$ cat src/rtl/mem_access_unit_pkg.sv
// mem_access_pkg: shared definitions for the load/store front-end.
//   F3_*    : RV32I funct3 encodings for loads and stores
//   state_t : control FSM states of mem_access_unit
package mem_access_pkg;

    localparam logic [2:0] F3_B  = 3'b000;
    localparam logic [2:0] F3_H  = 3'b001;
    localparam logic [2:0] F3_W  = 3'b010;
    localparam logic [2:0] F3_BU = 3'b100;
    localparam logic [2:0] F3_HU = 3'b101;

    typedef enum logic [1:0] {
        IDLE   = 2'd0,
        ACCESS = 2'd1,
        WRITE  = 2'd2,
        RESP   = 2'd3
    } state_t;

endpackage

$ cat src/rtl/mem_access_unit_if.sv
// mem_access_unit_if: request/response handshake plus memory port bundle.
//   req_*  : load/store request from the datapath (valid/ready)
//   rsp_*  : one-cycle completion pulse with load data and error flag
//   mem_*  : word-addressed memory, combinational read, synchronous write
//   slave  : view used by mem_access_unit
//   master : view used by the datapath / memory side
interface mem_access_unit_if;
    logic        req_valid;
    logic        req_ready;
    logic        req_we;
    logic [2:0]  req_funct3;
    logic [31:0] req_addr;
    logic [31:0] req_wdata;
    logic        rsp_valid;
    logic [31:0] rsp_rdata;
    logic        rsp_err;
    logic [31:0] mem_a;
    logic [31:0] mem_wd;
    logic        mem_we;
    logic [31:0] mem_rd;

    modport slave (
        input  req_valid, req_we, req_funct3, req_addr, req_wdata, mem_rd,
        output req_ready, rsp_valid, rsp_rdata, rsp_err, mem_a, mem_wd, mem_we
    );

    modport master (
        output req_valid, req_we, req_funct3, req_addr, req_wdata, mem_rd,
        input  req_ready, rsp_valid, rsp_rdata, rsp_err, mem_a, mem_wd, mem_we
    );
endinterface

$ cat src/rtl/mem_access_unit_load_extend.sv
// load_extend: selects the addressed byte/half of a memory word and
// sign- or zero-extends it according to funct3. Purely combinational.
//   word    : full 32-bit memory word
//   funct3  : load funct3 (undefined encodings return the whole word)
//   addr_lo : byte address bits [1:0]
//   data    : extended load result
module load_extend
    import mem_access_pkg::*;
(
    input  logic [31:0] word,
    input  logic [2:0]  funct3,
    input  logic [1:0]  addr_lo,
    output logic [31:0] data
);

    logic [7:0]  byte_sel;
    logic [15:0] half_sel;

    always_comb begin
        byte_sel = word[{addr_lo, 3'b000} +: 8];
        half_sel = addr_lo[1] ? word[31:16] : word[15:0];
        case (funct3)
            F3_B:    data = {{24{byte_sel[7]}}, byte_sel};
            F3_H:    data = {{16{half_sel[15]}}, half_sel};
            F3_BU:   data = {24'h0, byte_sel};
            F3_HU:   data = {16'h0, half_sel};
            default: data = word;
        endcase
    end

endmodule

$ cat src/rtl/mem_access_unit.sv
// mem_access_unit: load/store front-end to a word-addressed memory.
// Accepts one request at a time, extends sub-word loads and performs
// read-modify-write for byte/half stores.
//   clk : system clock
//   rst : asynchronous active-low reset
//   bus : mem_access_unit_if.slave (request, response and memory port)
// Optional build macro: MISALIGN_TRAP_EN -- misaligned word/half accesses
// skip the memory and respond with rsp_err=1, rsp_rdata=0.
//
//   state  | meaning
//   IDLE   | ready, waiting for req_valid
//   ACCESS | memory addressed; load captured, SW written, SB/SH merged
//   WRITE  | merged word written back (SB/SH only)
//   RESP   | rsp_valid pulse
module mem_access_unit
    import mem_access_pkg::*;
#(
    parameter int XLEN = 32
) (
    input  logic              clk,
    input  logic              rst,
    mem_access_unit_if.slave  bus
);

    state_t            state_q, state_d;
    logic [XLEN-1:0]   addr_q, wdata_q, merge_q, rdata_q;
    logic [XLEN-1:0]   ext_data, merge_d;
    logic [2:0]        funct3_q;
    logic              we_q;
    logic              is_byte, is_half, is_word, misaligned;
`ifdef MISALIGN_TRAP_EN
    logic              err_q;
`endif

    // Undefined encodings (011, 110, 111) fall into the word class.
    always_comb begin
        is_byte = (funct3_q[1:0] == 2'b00);
        is_half = (funct3_q[1:0] == 2'b01);
        is_word = !is_byte && !is_half;
`ifdef MISALIGN_TRAP_EN
        misaligned = (is_word && (addr_q[1:0] != 2'b00)) || (is_half && addr_q[0]);
`else
        misaligned = 1'b0;
`endif
    end

    load_extend u_load_extend (
        .word    (bus.mem_rd),
        .funct3  (funct3_q),
        .addr_lo (addr_q[1:0]),
        .data    (ext_data)
    );

    always_comb begin
        merge_d = bus.mem_rd;
        if (is_half) begin
            if (addr_q[1]) merge_d[31:16] = wdata_q[15:0];
            else           merge_d[15:0]  = wdata_q[15:0];
        end else begin
            merge_d[{addr_q[1:0], 3'b000} +: 8] = wdata_q[7:0];
        end
    end

    always_ff @(posedge clk or negedge rst) begin
        if (!rst) state_q <= IDLE;
        else      state_q <= state_d;
    end

    always_comb begin
        state_d = state_q;
        case (state_q)
            IDLE:   if (bus.req_valid) state_d = ACCESS;
            ACCESS: begin
                if (!misaligned && we_q && !is_word) state_d = WRITE;
                else                                 state_d = RESP;
            end
            WRITE:  state_d = RESP;
            RESP:   state_d = IDLE;
            default: state_d = IDLE;
        endcase
    end

    // rdata_q is cleared on accept so stores and trapped accesses respond with 0.
    always_ff @(posedge clk or negedge rst) begin
        if (!rst) begin
            addr_q   <= '0;
            wdata_q  <= '0;
            merge_q  <= '0;
            rdata_q  <= '0;
            funct3_q <= '0;
            we_q     <= 1'b0;
`ifdef MISALIGN_TRAP_EN
            err_q    <= 1'b0;
`endif
        end else begin
            case (state_q)
                IDLE: if (bus.req_valid) begin
                    addr_q   <= bus.req_addr;
                    wdata_q  <= bus.req_wdata;
                    funct3_q <= bus.req_funct3;
                    we_q     <= bus.req_we;
                    rdata_q  <= '0;
`ifdef MISALIGN_TRAP_EN
                    err_q    <= 1'b0;
`endif
                end
                ACCESS: begin
`ifdef MISALIGN_TRAP_EN
                    err_q <= misaligned;
`endif
                    if (!misaligned) begin
                        if (!we_q)         rdata_q <= ext_data;
                        else if (!is_word) merge_q <= merge_d;
                    end
                end
                default: ;
            endcase
        end
    end

    // mem_we depends only on registered state, so reset drops it at once.
    always_comb begin
        bus.req_ready = (state_q == IDLE);
        bus.rsp_valid = (state_q == RESP);
        bus.rsp_rdata = (state_q == RESP) ? rdata_q : '0;
        bus.mem_a     = {addr_q[31:2], 2'b00};
        bus.mem_we    = 1'b0;
        bus.mem_wd    = '0;
        case (state_q)
            ACCESS: if (we_q && is_word && !misaligned) begin
                bus.mem_we = 1'b1;
                bus.mem_wd = wdata_q;
            end
            WRITE: begin
                bus.mem_we = 1'b1;
                bus.mem_wd = merge_q;
            end
            default: ;
        endcase
`ifdef MISALIGN_TRAP_EN
        bus.rsp_err = (state_q == RESP) && err_q;
`else
        bus.rsp_err = 1'b0;
`endif
    end

endmodule

$ cat src/flat_wrapper.sv
// flat-port wrapper written by rule: the top's interface ports become plain ports
module mem_access_unit_flat import mem_access_pkg::*;
#(
    parameter int XLEN = 32
)
  (clk, rst, bus_req_valid, bus_req_we, bus_req_funct3, bus_req_addr, bus_req_wdata, bus_mem_rd, bus_req_ready, bus_rsp_valid, bus_rsp_rdata, bus_rsp_err, bus_mem_a, bus_mem_wd, bus_mem_we);
  mem_access_unit_if bus_i ();
  input  logic clk;
  input  logic rst;
  input wire logic [$bits(bus_i.req_valid)-1:0] bus_req_valid;
  input wire logic [$bits(bus_i.req_we)-1:0] bus_req_we;
  input wire logic [$bits(bus_i.req_funct3)-1:0] bus_req_funct3;
  input wire logic [$bits(bus_i.req_addr)-1:0] bus_req_addr;
  input wire logic [$bits(bus_i.req_wdata)-1:0] bus_req_wdata;
  input wire logic [$bits(bus_i.mem_rd)-1:0] bus_mem_rd;
  output wire logic [$bits(bus_i.req_ready)-1:0] bus_req_ready;
  output wire logic [$bits(bus_i.rsp_valid)-1:0] bus_rsp_valid;
  output wire logic [$bits(bus_i.rsp_rdata)-1:0] bus_rsp_rdata;
  output wire logic [$bits(bus_i.rsp_err)-1:0] bus_rsp_err;
  output wire logic [$bits(bus_i.mem_a)-1:0] bus_mem_a;
  output wire logic [$bits(bus_i.mem_wd)-1:0] bus_mem_wd;
  output wire logic [$bits(bus_i.mem_we)-1:0] bus_mem_we;
  assign bus_i.req_valid = bus_req_valid;
  assign bus_i.req_we = bus_req_we;
  assign bus_i.req_funct3 = bus_req_funct3;
  assign bus_i.req_addr = bus_req_addr;
  assign bus_i.req_wdata = bus_req_wdata;
  assign bus_i.mem_rd = bus_mem_rd;
  assign bus_req_ready = bus_i.req_ready;
  assign bus_rsp_valid = bus_i.rsp_valid;
  assign bus_rsp_rdata = bus_i.rsp_rdata;
  assign bus_rsp_err = bus_i.rsp_err;
  assign bus_mem_a = bus_i.mem_a;
  assign bus_mem_wd = bus_i.mem_wd;
  assign bus_mem_we = bus_i.mem_we;
  mem_access_unit #(.XLEN(XLEN)) u_core (.clk(clk), .rst(rst), .bus(bus_i));
endmodule
$ cat config.mk
export PLATFORM = sky130hd
export DESIGN_NAME = mem_access_unit_flat
export DESIGN_NICKNAME = d
export VERILOG_FILES = /design/src/rtl/mem_access_unit_pkg.sv /design/src/rtl/mem_access_unit_if.sv /design/src/rtl/mem_access_unit_load_extend.sv /design/src/rtl/mem_access_unit.sv /design/src/flat_wrapper.sv
export SDC_FILE = /design/constraint.sdc
export NUM_CORES = 1
export LEC_CHECK = 0
export CAP_MARGIN = 0
export CORE_MARGIN = 1
export CORE_UTILIZATION = 45
export CTS_BUF_LIST = sky130_fd_sc_hd__clkbuf_4 sky130_fd_sc_hd__clkbuf_8
export CTS_CLUSTER_SIZE = 16
export DETAILED_ROUTE_END_ITERATION = 10
export PLACE_DENSITY = 0.85
export SLEW_MARGIN = 20
export SYNTH_ARGS = -nofsm -noshare
export SYNTH_HDL_FRONTEND = slang
export SYNTH_SLANG_ARGS = --single-unit
export TNS_END_PERCENT = 100
$ cat constraint.sdc
create_clock -name clk -period 2.4 [get_ports clk]
set_input_delay 0.36 -clock clk [delete_from_list [all_inputs] [get_ports clk]]
set_output_delay 0.36 -clock clk [all_outputs]
set_load 0.005 [all_outputs]
# Word-level counts from Yosys, hierarchy flattened
# Index checks and enable logic that the tools add are counted.
# op_classes
n_addsub	1
n_eq_ne	9
shifts	3
mux	17
n_bitwise	1
n_reduce_logical	13
# ops
operator	n
two-way mux 32 bit	5
case mux 32 bit (2 select lines)	2
case mux 32 bit (4 select lines)	1
two-way mux 16 bit	3
bitwise mux 32 bit	1
variable shift 8 x 7 -> 32 bit, first input constant	1
variable part select 32 x 6 -> 8 bit	1
variable part select 8 x 7 -> 32 bit	1
case mux 2 bit (4 select lines)	1
negator 5 -> 7 bit	1
== test 3 bit, second input constant	2
AND reduction 3 bit	2
== test 2 x 1 -> 1 bit, second input constant	2
== test 2 bit, second input constant	2
zero test 2 bit	2
inequality test 2 bit, second input constant	2
== test 3 x 1 -> 1 bit, second input constant	1
logical AND 1 bit	3
zero test 1 bit	3
zero test 3 bit	1
two-way mux 1 bit	2
two-way mux 2 bit	1
case mux 1 bit (2 select lines)	1
AND reduction 2 bit	1
other kinds (2)	2
# totals
ff_bits	134
input_bits	103
out_inout_bits	100

# Longest topological paths before layout
# depth
word_depth	7
ltp_mapped	9
depth_no_buf	6

# Modules after synthesis
# A second synthesis with hierarchy kept.
# unflattened
hier_cells	784
hier_area_um2	7962.6
# by_module_without_submodules
mod	n_inst	cells_per_inst	area_per_inst_um2	seq_area_each_um2
mem_access_unit	1	666	7201.9	3353.2
load_extend	1	118	760.7	0.0

# Worst setup path after synthesis
# No wires, ideal clock.
# synth_path
kind	register to register
start	reg u_core.addr_q[1]
end	reg u_core.merge_q[24]
setup_ns	0.095
arrival_time_ns	2.413
required_ns	2.305
slack_ns	-0.108
path_stages_with_launch	9
n_path_buf	2
period_less_slack_ns	2.508
cell_sequence	dfrtp_1 clkbuf_1 buf_2 inv_1 ha_1 nor4bb_1 nor2b_1 a221oi_1 o31ai_1
# synth_via
elab_chain_len	4
# synth_rtl
element	line_no	source
start: declaration	mem_access_unit.sv:26	logic [XLEN-1:0] addr_q, wdata_q, merge_q, rdata_q;
start signal: assignment	mem_access_unit.sv:98	addr_q <= bus.req_addr;
negator 5 -> 7 bit	mem_access_unit.sv:60	merge_d[{addr_q[1:0], 3'b000} +: 8] = wdata_q[7:0];
variable part select 8 x 7 -> 32 bit / variable shift 8 x 7 -> 32 bit (equally long branches)	mem_access_unit.sv:60	
bitwise mux 32 bit	mem_access_unit.sv:60	
two-way mux 32 bit *	mem_access_unit.sv:56	if (is_half) begin
end signal: assignment	mem_access_unit.sv:113	else if (!is_word) merge_q <= merge_d;
end: declaration	mem_access_unit.sv:26	
# Mark *: on every way between the ends. The rest lies on a longest branch, timed or not.
# A chain may end at the register's enable or synchronous reset.

# Worst setup path in the final report
# layout_path
start	reg u_core.state_q[0]
end	out bus_mem_wd[16]
# layout_via
elab_chain_len	2
# layout_rtl
element	line_no	source
start: declaration	mem_access_unit.sv:25	state_t state_q, state_d;
start signal: assignment	mem_access_unit.sv:66	else state_q <= state_d;
== test 2 bit / == test 2 x 1 -> 1 bit (equally long branches)	mem_access_unit.sv:129	case (state_q)
case mux 32 bit (2 select lines) *	mem_access_unit.sv:129	
end: declaration	flat_wrapper.sv:21	output wire logic [$bits(bus_i.mem_wd)-1:0] bus_mem_wd;
# Marks and branches as above.

==> impl_metrics.csv <==
group,metric,value,unit
synthesis,yosysMostFrequentCell,"dfrtp_1",
synthesis,ys_types,50,
flow_run,maxCapViolCount,0,
clock_tree,cts_tree,"built",
floorplanning,io_pins,203,
pwr,pwr-share-clk,0.178,
drt,post_drt_wl_per_cell,19.7,um
grt,grt_pass1_vias,6133,
finish,area_growth,39.5,%
synthesis,synthCells,673,
floorplanning,rows,45,
pwr,sw_frac_of_total,0.369,
worst_setup_path,cpPeakStageDelay,0.40,ns
place,place_hpwl,14800,um
worst_setup_path,arrival,2.05,ns
sta,grt_setup_unrepaired,"yes",
pwr,peakVddDrop,711,uV
floorplanning,die_y,128,um
sta,tightest_slew,0.556,ns
finish,antennaDiodeCount,0,
worst_setup_path,cp_top_family,"buffers and inverters",
drt,drtAntennaViolNets,0,
synthesis,synth_top_cells_by_count,"dfrtp_1, mux2_2, nand2_1, a22oi_1, o21ai_0",
grt,globalRouteOverflowTotal,0,
worst_setup_path,worstSetupStartpointType,"flip-flop",
clock_tree,clk_latency,0.45,ns
clock_tree,clock_tree.htree_level_count,4,
pwr,intPower,7.96,mW
synthesis,yosysWarnings,0,
worst_setup_path,cp_max_fo,8,
worst_setup_path,path_cells,"ha_2 > and3_4 > buf_4 > buf_6 > buf_16 > a22oi_1 > nor2b_1 > dlygate4sd2_1",
grt,grt_max_degree,47,
worst_setup_path,required,2.04,ns
worst_setup_path,cp_num_buf_inv,4,
pwr,p_seq_frac,0.325,
drt,num_vias,6097,
status,outcome,"finished with violations",
drt,drc_errors,0,
place,gp_congestion,0.866,
finish,drive_gt1_frac,0.241,
sta,max_freq,0.415,GHz
clock_tree,clock-sinks,134,
worst_setup_path,critPathKind,"flip-flop to output pin",
place,io_buffers,199,
synthesis,synth_area_per_cell,10.6,um^2
synthesis,netlist_area,7110,um^2
hold_path,hold_path.class,"input pin to asynchronous set/reset pin",
pwr,p_leak,4.34,nW
sta,finalCritPeriodShare,1.00,
sta,maxSlewHeadroom,0.629,
sta,clock_skew,0.0117,ns
clock_tree,clk_path_buf_depth,2,
clock_tree,clk_pin_slew_worst_paths,0.08,ns
status,violations,"setup timing",
worst_setup_path,critPathCaptureType,"output pin",
finish,fin_nets,970,
place,dpl.cell_count,1036,
synthesis,yosys_register_bits,134,
floorplanning,initial_core_util,0.464,
sta,slew_viol_final,0,
worst_setup_path,crit_start,"u_core.state_q[0]$_DFFE_PN0P_",
drt,first_iter_violations,575,
pwr,combPwrFrac,0.497,
pwr,finalPower,12.6,mW
sta,period_needed,2.41,ns
floorplanning,die_x,128,um
sta,finalHoldViolCount,0,
sta,setup_viol,2,
sta,fin_ws,-0.0104,ns
pwr,switchingPower,4.65,mW
drt,drt-vias-per-instance,5.63,
synthesis,post-synth-top-area-cell,"dfrtp_1",
synthesis,synth_top_flop_cell,"dfrtp_1",
grt,track_usage,0.263,
synthesis,synth_edf_count,0,
drt,drt_pass1_iterations,5,
grt,grt_pass1_wl,32300,um
floorplanning,die_area,16300,um^2
worst_setup_path,cp_slowest_cell,"dfrtp_1",
clock_tree,cts_inserted_buffers,17,
pwr,power_density,1270,nW/um^2
drt,wirelength,21400,um
synthesis,synth.area.top_cells,"dfrtp_1, mux2_2, a22oi_1",
synthesis,seq_area_frac_synth,0.472,
clock_tree,cts_root_buf,"clkbuf_8",
synthesis,yosys.area.top_type_share,0.472,
synthesis,async_flop_share,1.00,
floorplanning,core_area,15300,um^2
worst_setup_path,r2r-start,"u_core.state_q[0]$_DFFE_PN0P_",
grt,antenna_found_initial,0,
finish,fin_cells,1082,
[stage by stage]
step	instance area (um^2)	setup TNS, ns	setup WS, ns	util	hold slack (ns)
after global placement	9250	0	0.217	0.604	0.283
after global routing	9920	-0.374	-0.0829	0.647	0.387
final	9920	-0.0178	-0.0104	0.647	0.384
after detailed placement	9250	0	0.172	0.604	0.290
after CTS	9800	-0.262	-0.242	0.640	0.367
after floorplan	7120	0	0.0105	-	0.0644
[sequential cells by signal (all words and copies together), names as in the netlist]
| name | flops |
|---|---|
| u_core.addr_q | 32 |
| u_core.merge_q | 32 |
| u_core.rdata_q | 32 |
| u_core.wdata_q | 32 |
| u_core.funct3_q | 3 |
| u_core.state_q | 2 |
| u_core.we_q | 1 |
[timing repair]
action | in CTS | in global routing
resized for setup | 39 | 71
setup buffers | 4 | 4
endpoints found under the setup margin | 36 | 60
gates cloned | 2 | 3
hold endpoints to repair | 36 | 0
pin swaps | 0 | 2
hold buffers | 1 | 0
[routing by layer]
layer  wire length [um]  GRT usage  share of wire  vias to the layer above
li1                   -          -              -                     2747
met1               8550      0.331           0.40                     3004
met2              10300      0.430           0.48                      305
met3               1990     0.0826          0.093                       41
met4                480     0.0900          0.022                        0
met5                  0          0              0                        -
[power by group through the flow]
stage	logic (mW)	clock network, mW	registers (mW)
2_1_floorplan	3.99	0	3.80
3_3_place_gp	5.80	0	4.05
3_5_place_dp	5.97	0	4.09
4_1_cts	5.97	2.29	4.05
5_1_grt	6.80	2.39	4.21
6_report	6.26	2.25	4.10
[worst paths after layout]
kind                            cells after the start  slack (ns)                              to
worst max-delay path                                8       -0.01                  bus_mem_wd[16]
worst min-delay path                                2        0.38   u_core.addr_q[25]$_DFFE_PN0P_
worst max register to register                      9        0.21  u_core.rdata_q[22]$_DFFE_PN0P_
worst min register to register                      2        0.47  u_core.rdata_q[24]$_DFFE_PN0P_
max in group asynchronous                           3        1.32    u_core.addr_q[3]$_DFFE_PN0P_
min in group clk                                    2        0.47  u_core.rdata_q[24]$_DFFE_PN0P_
[layout make-up]
cell class / count / area, um^2
timing repair buffer: 244 / 2420
clock inverter: 8 / 168
clock buffer: 24 / 312
multi-input combinational: 452 / 3360
fill: 1241 / 5400
inverter: 9 / 33.8
tap: 211 / 264
sequential: 134 / 3350
[cells in the final DEF, fill, tap and decap left out, drive strengths merged, types with 2 or more instances in the layout]
cell,netlist,layout
a221oi,16,16
clkdlybuf4s50,0,161
nand2,55,55
o21ai,57,57
a22oi,48,48
dlygate4sd2,0,7
a21oi,11,11
and2,35,35
nor2,27,27
a21o,10,10
inv,9,9
clkdlybuf4s15,0,3
nand3,3,3
o31ai,6,6
ha,9,9
mux2,76,76
clkbuf,33,47
a31o,2,2
clkinv,0,2
mux2i,11,11
conb,1,3
nor2b,39,39
nand2b,2,2
dlymetal6s2s,0,5
bufinv,0,5
o221ai,7,7
nor3b,3,3
or3,2,2
buf,47,44
a211oi,16,16
dfrtp,134,134
[cells by family (layout without fill, tap and decap cells)]
family	after synthesis	in the layout	synth area share
AND/OR/NAND/NOR	173	173	0.126
adder cells (fa/ha/maj)	9	9	0.0158
buffers and inverters	89	285	0.0695
AO/OA/AOI/OAI	179	179	0.177
multiplexers	88	88	0.139
other	1	3	0.000527
flip-flops	134	134	0.472
(Power assumes the default switching activity.)
==> edit 1, RTL diff (same flow settings) <==
Add a define of `MISALIGN_TRAP_EN`.
--- a/src/rtl/mem_access_unit.sv
+++ b/src/rtl/mem_access_unit.sv
@@ -12,6 +12,8 @@
 //   ACCESS | memory addressed; load captured, SW written, SB/SH merged
 //   WRITE  | merged word written back (SB/SH only)
 //   RESP   | rsp_valid pulse
+`define MISALIGN_TRAP_EN
+
 module mem_access_unit
     import mem_access_pkg::*;
 #(
Check against the original RTL: not equivalent (a bounded check fails within 4 cycles, from zero or initial values and one cycle with rst low).
==> edit 1 against the original RTL <==
Synthesized cell count shrank 3.7%; setup slack improved by 0.077 ns; final area grew 2.0%; routed wire length grew 1.7%; area after synthesis up 1.0%; sequential share of layout area decreased by 0.41 points; cell count shrank 1.7%; sequential cell count grew 1; die area grew 1.0%; count of clock-buffer cells in the layout down 1; total power shrank 0.62%; critical path type unchanged; largest cell class unchanged; highest routed layer unchanged.
==> edit 1: results (changes against the original RTL) <==
outcome=completed; worst-path fanout max=4 (-4); CP max-delay cell=dfrtp_2; pre-CTS WS=-0.125 ns (-0.298 ns); ys async rst share=1.00 (unchanged); vias in the first global route=6161 (+0.46%); sequential area share after synthesis=0.470 (-0.00136); fin nets=952 (-1.9%); Top delay family on crit path=buffers and inverters; IO Port Bufs=200 (+0.50%); Worst path max stage delay=0.42 ns (+0.02 ns); CTS max path bufs=2 (unchanged); Num CTS Buffers=17 (unchanged); Worst-path clk slew=about 0.070 ns; Skew-Pair Late Insertion Delay=0.45 ns (about the same); routed wire length=21700 um (+1.7%); H-tree depth=4 (unchanged); Slew @ Worst Pin=0.750 ns (+0.194 ns); gr usage total=0.269 (+0.00604); Leak=4.91 nW (+13%); crit path DAT=1.97 ns (-0.08 ns); # fillers=1158 (-6.7%); first-pass GRT wire length=33300 um (+3.0%); share of layout cells above drive strength 1=0.259 (+0.0180); Yosys cell types=43 (-14%); Hold Crit Class=primary input to asynchronous set/reset pin; setup TNS=0 ns (+0.0178 ns); Yosys Warn Count=0 (unchanged); maximum vdd drop=0.000953 V (+34%); Post-synth top cells=135 x dfrtp_1, 75 x mux2_2, 49 x a22oi_1; top post-synthesis cells by area=dfrtp_1 47%, mux2_2 12%, a22oi_1 5.1%; 1st-pass router iterations=5 (unchanged); Detail Placement HPWL=14500 um (-2.4%); GPL Wtd Cong=0.883 (+1.9%); ANT cells=0 (unchanged); 1st-iter DRT viols=611 (+6.3%); final clock skew=0.0122 ns (+0.000533 ns); CTS root buf=clkbuf_8; via count=6115 (+0.30%); initial antenna violation count=0 (unchanged); largest net degree at the start of global routing=65 (+38%)
[edit 1: power by group]
part	switching, mW	internal (mW)	total (mW)
clock	0.868	1.03	1.90
sequential	0.828	3.31	4.14
combinational	3.01	3.49	6.49
[edit 1: final cells by class]
class,count,share of cell area
Clock buffer,23,0.0294
Inverter,9,0.00334
Tap cell,211,0.0261
Clock inverter,8,0.00965
Multi-Input combinational cell,426,0.344
Timing Repair Buffer,252,0.253
Sequential cell,135,0.334
[edit 1: final timing paths]
kind	start	endpoint	slack (ns)	cells after the start
worst max-delay path	u_core.addr_q[1]	bus_mem_wd[13]	0.07	9
worst min-delay path	rst	u_core.wdata_q[18]	0.39	2
worst max register to register	u_core.addr_q[1]	u_core.merge_q[13]	0.15	12
worst min register to register	u_core.merge_q[3]	u_core.merge_q[3]	0.49	2
max in group asynchronous	rst	u_core.addr_q[15]	1.29	3
min in group clk	u_core.merge_q[3]	u_core.merge_q[3]	0.49	2
[edit 1: through the flow]
stage,hold slack [ns],area [um2],total power [mW],util,std cells
after detailed placement,0.312,9340,10.1,0.608,1010
after floorplan,0.0644,7190,7.93,-,649
after global placement,0.314,9340,9.92,0.608,1010
final,0.395,10100,12.5,0.658,1064
after CTS,0.380,10100,12.4,0.655,1062
after global routing,0.399,10100,13.3,0.658,1064
[edit 1: repair_timing]
item                                    in CTS  in global routing
pin swaps                                    5                  3
gates cloned                                 5                  2
hold buffers                                 1                  0
gates resized for setup                    126                 67
endpoints found under the hold margin       42                  0
setup buffers                               15                  2
endpoints found under the setup margin      43                 44
[edit 1: logic make-up (layout without fill, tap and decap cells)]
kind of cell | Yosys count | in the layout | share of synthesized area
AO/OA/AOI/OAI | 181 | 181 | 0.188
flip-flops | 135 | 135 | 0.470
buffers and inverters | 88 | 292 | 0.0657
multiplexers | 107 | 107 | 0.162
adder cells (fa/ha/maj) | 8 | 8 | 0.0139
other | 1 | 2 | 0.000522
AND/OR/NAND/NOR | 128 | 128 | 0.100
[edit 1: routing by layer]
metal,wire [um],up-vias,global-route usage,share of wire
met4,785,0,0.125,0.036
met5,0,-,0,0
li1,-,2747,-,-
met2,10200,332,0.421,0.47
met1,8550,2970,0.334,0.39
met3,2160,66,0.0965,0.10
==> edit 2, RTL diff (same settings) <==
Made on the original files. The 4 states of `state_t` get a one-hot encoding in 4 bits.
--- a/src/rtl/mem_access_unit_pkg.sv
+++ b/src/rtl/mem_access_unit_pkg.sv
@@ -9,11 +9,11 @@
     localparam logic [2:0] F3_BU = 3'b100;
     localparam logic [2:0] F3_HU = 3'b101;
 
-    typedef enum logic [1:0] {
-        IDLE   = 2'd0,
-        ACCESS = 2'd1,
-        WRITE  = 2'd2,
-        RESP   = 2'd3
+    typedef enum logic [3:0] {
+        IDLE   = 4'b0001,
+        ACCESS = 4'b0010,
+        WRITE  = 4'b0100,
+        RESP   = 4'b1000
     } state_t;
 
 endpackage
Function: same outputs for any inputs over 4 cycles, from zero or initial values and one cycle with rst low; so few cycles prove little.
==> edit 2 against the original RTL <==
The flow still finishes with violations (setup timing); utilization fell by 0.87 points; total power fell by 12%; routed wire length fell by 1.7%; cell count fell by 3.7%; sequential cell count rose by 2; final area fell by 1.7%; maximum frequency rose by 0.30%; sequential share of layout area rose by 1.1 points; setup slack improved by 0.0073 ns; critical path depth did not move; combinational power fell by 25%; area after synthesis fell by 0.49%; critical endpoint is now bus_mem_wd[3]; largest cell class is now sequential cells.
==> edit 2: results (changes against the original RTL) <==
sequential area share after synthesis=0.481 (+0.00959); mux share of post-synthesis cell area=0.128 (-0.0110); Post-Place Cells=993 (-4.2%); Reg2Reg Setup Slack=0.19 ns (-0.02 ns); failing checks=setup timing; routed wire length=21000 um (-1.7%); first-pass GRT wire length=32000 um (-0.98%); Sequential Area=0.00341 mm2 (+1.6%); area occupied by multi-input gates=0.00324 mm2 (-3.7%); Slew headroom=0.499 (-0.130); sequential cells=136 (+1.5%); outcome=finished, violations left; Yosys cell types=51 (+2.0%); Synth Area in Adders=0.00884 (-0.00699); clock network contribution to total cell area=0.0442 (-0.00417); Multi-Input Combinational=395 (-13%); count of non-CTS buffers in the layout=245 (+0.41%); final worst setup slack=-0.00303 ns (+0.00733 ns); Final setup viols=2 (unchanged); initial antenna violation count=1 (+1); Fin Hold WS=0.427 ns (+0.0426 ns); clkbuf count=22 (-8.3%); setup TNS=-0.00532 ns (+0.0125 ns); Psw=3.89 mW (-16%); vias in the first global route=5777 (-5.8%); via count=5989 (-1.8%); maximum vdd drop=0.000822 V (+16%); commonest non-fill, non-tap cell in the layout=dfrtp_1; Detail Placement HPWL=14100 um (-4.8%); Layout non-clock buf frac=0.238 (-0.00680); Reg power frac=0.390 (+0.065); FF-to-FF path depth=8 (-1); pre-CTS WS=0.0787 ns (-0.0937 ns); GPL Wtd Cong=0.921 (+6.4%); Clk pwr share=0.187 (+0.009); multi-input gate share of total cell area=0.332 (-0.00696)
edit 2: path summary, 6_finish.rpt:
path | end | startpoint
min in group clk | u_core.rdata_q[15] | u_core.rdata_q[15]
setup reg to reg | u_core.rdata_q[21] | u_core.state_q[2]
hold reg to reg | u_core.rdata_q[15] | u_core.rdata_q[15]
setup / recovery | bus_mem_wd[3] | u_core.state_q[2]
hold / removal | u_core.rdata_q[28] | rst
max in group asynchronous | u_core.addr_q[13] | rst
edit 2: timing repair:
action / in CTS / in global routing
endpoints found under the hold margin: 46 / 0
pin swaps: 5 / 13
hold buffers: 1 / 0
cloned: 3 / 2
setup buffers: 6 / 9
gates resized for setup: 137 / 69
setup endpoints to repair: 67 / 77
edit 2: metal layers:
layer  share of wire  vias up  GRT usage  wire length [um]
li1                -     2707          -                 -
met3           0.089       43     0.0745              1870
met4           0.029        0      0.102               612
met2            0.46      303      0.404              9650
met5               0        -          0                 0
met1            0.42     2936      0.345              8850
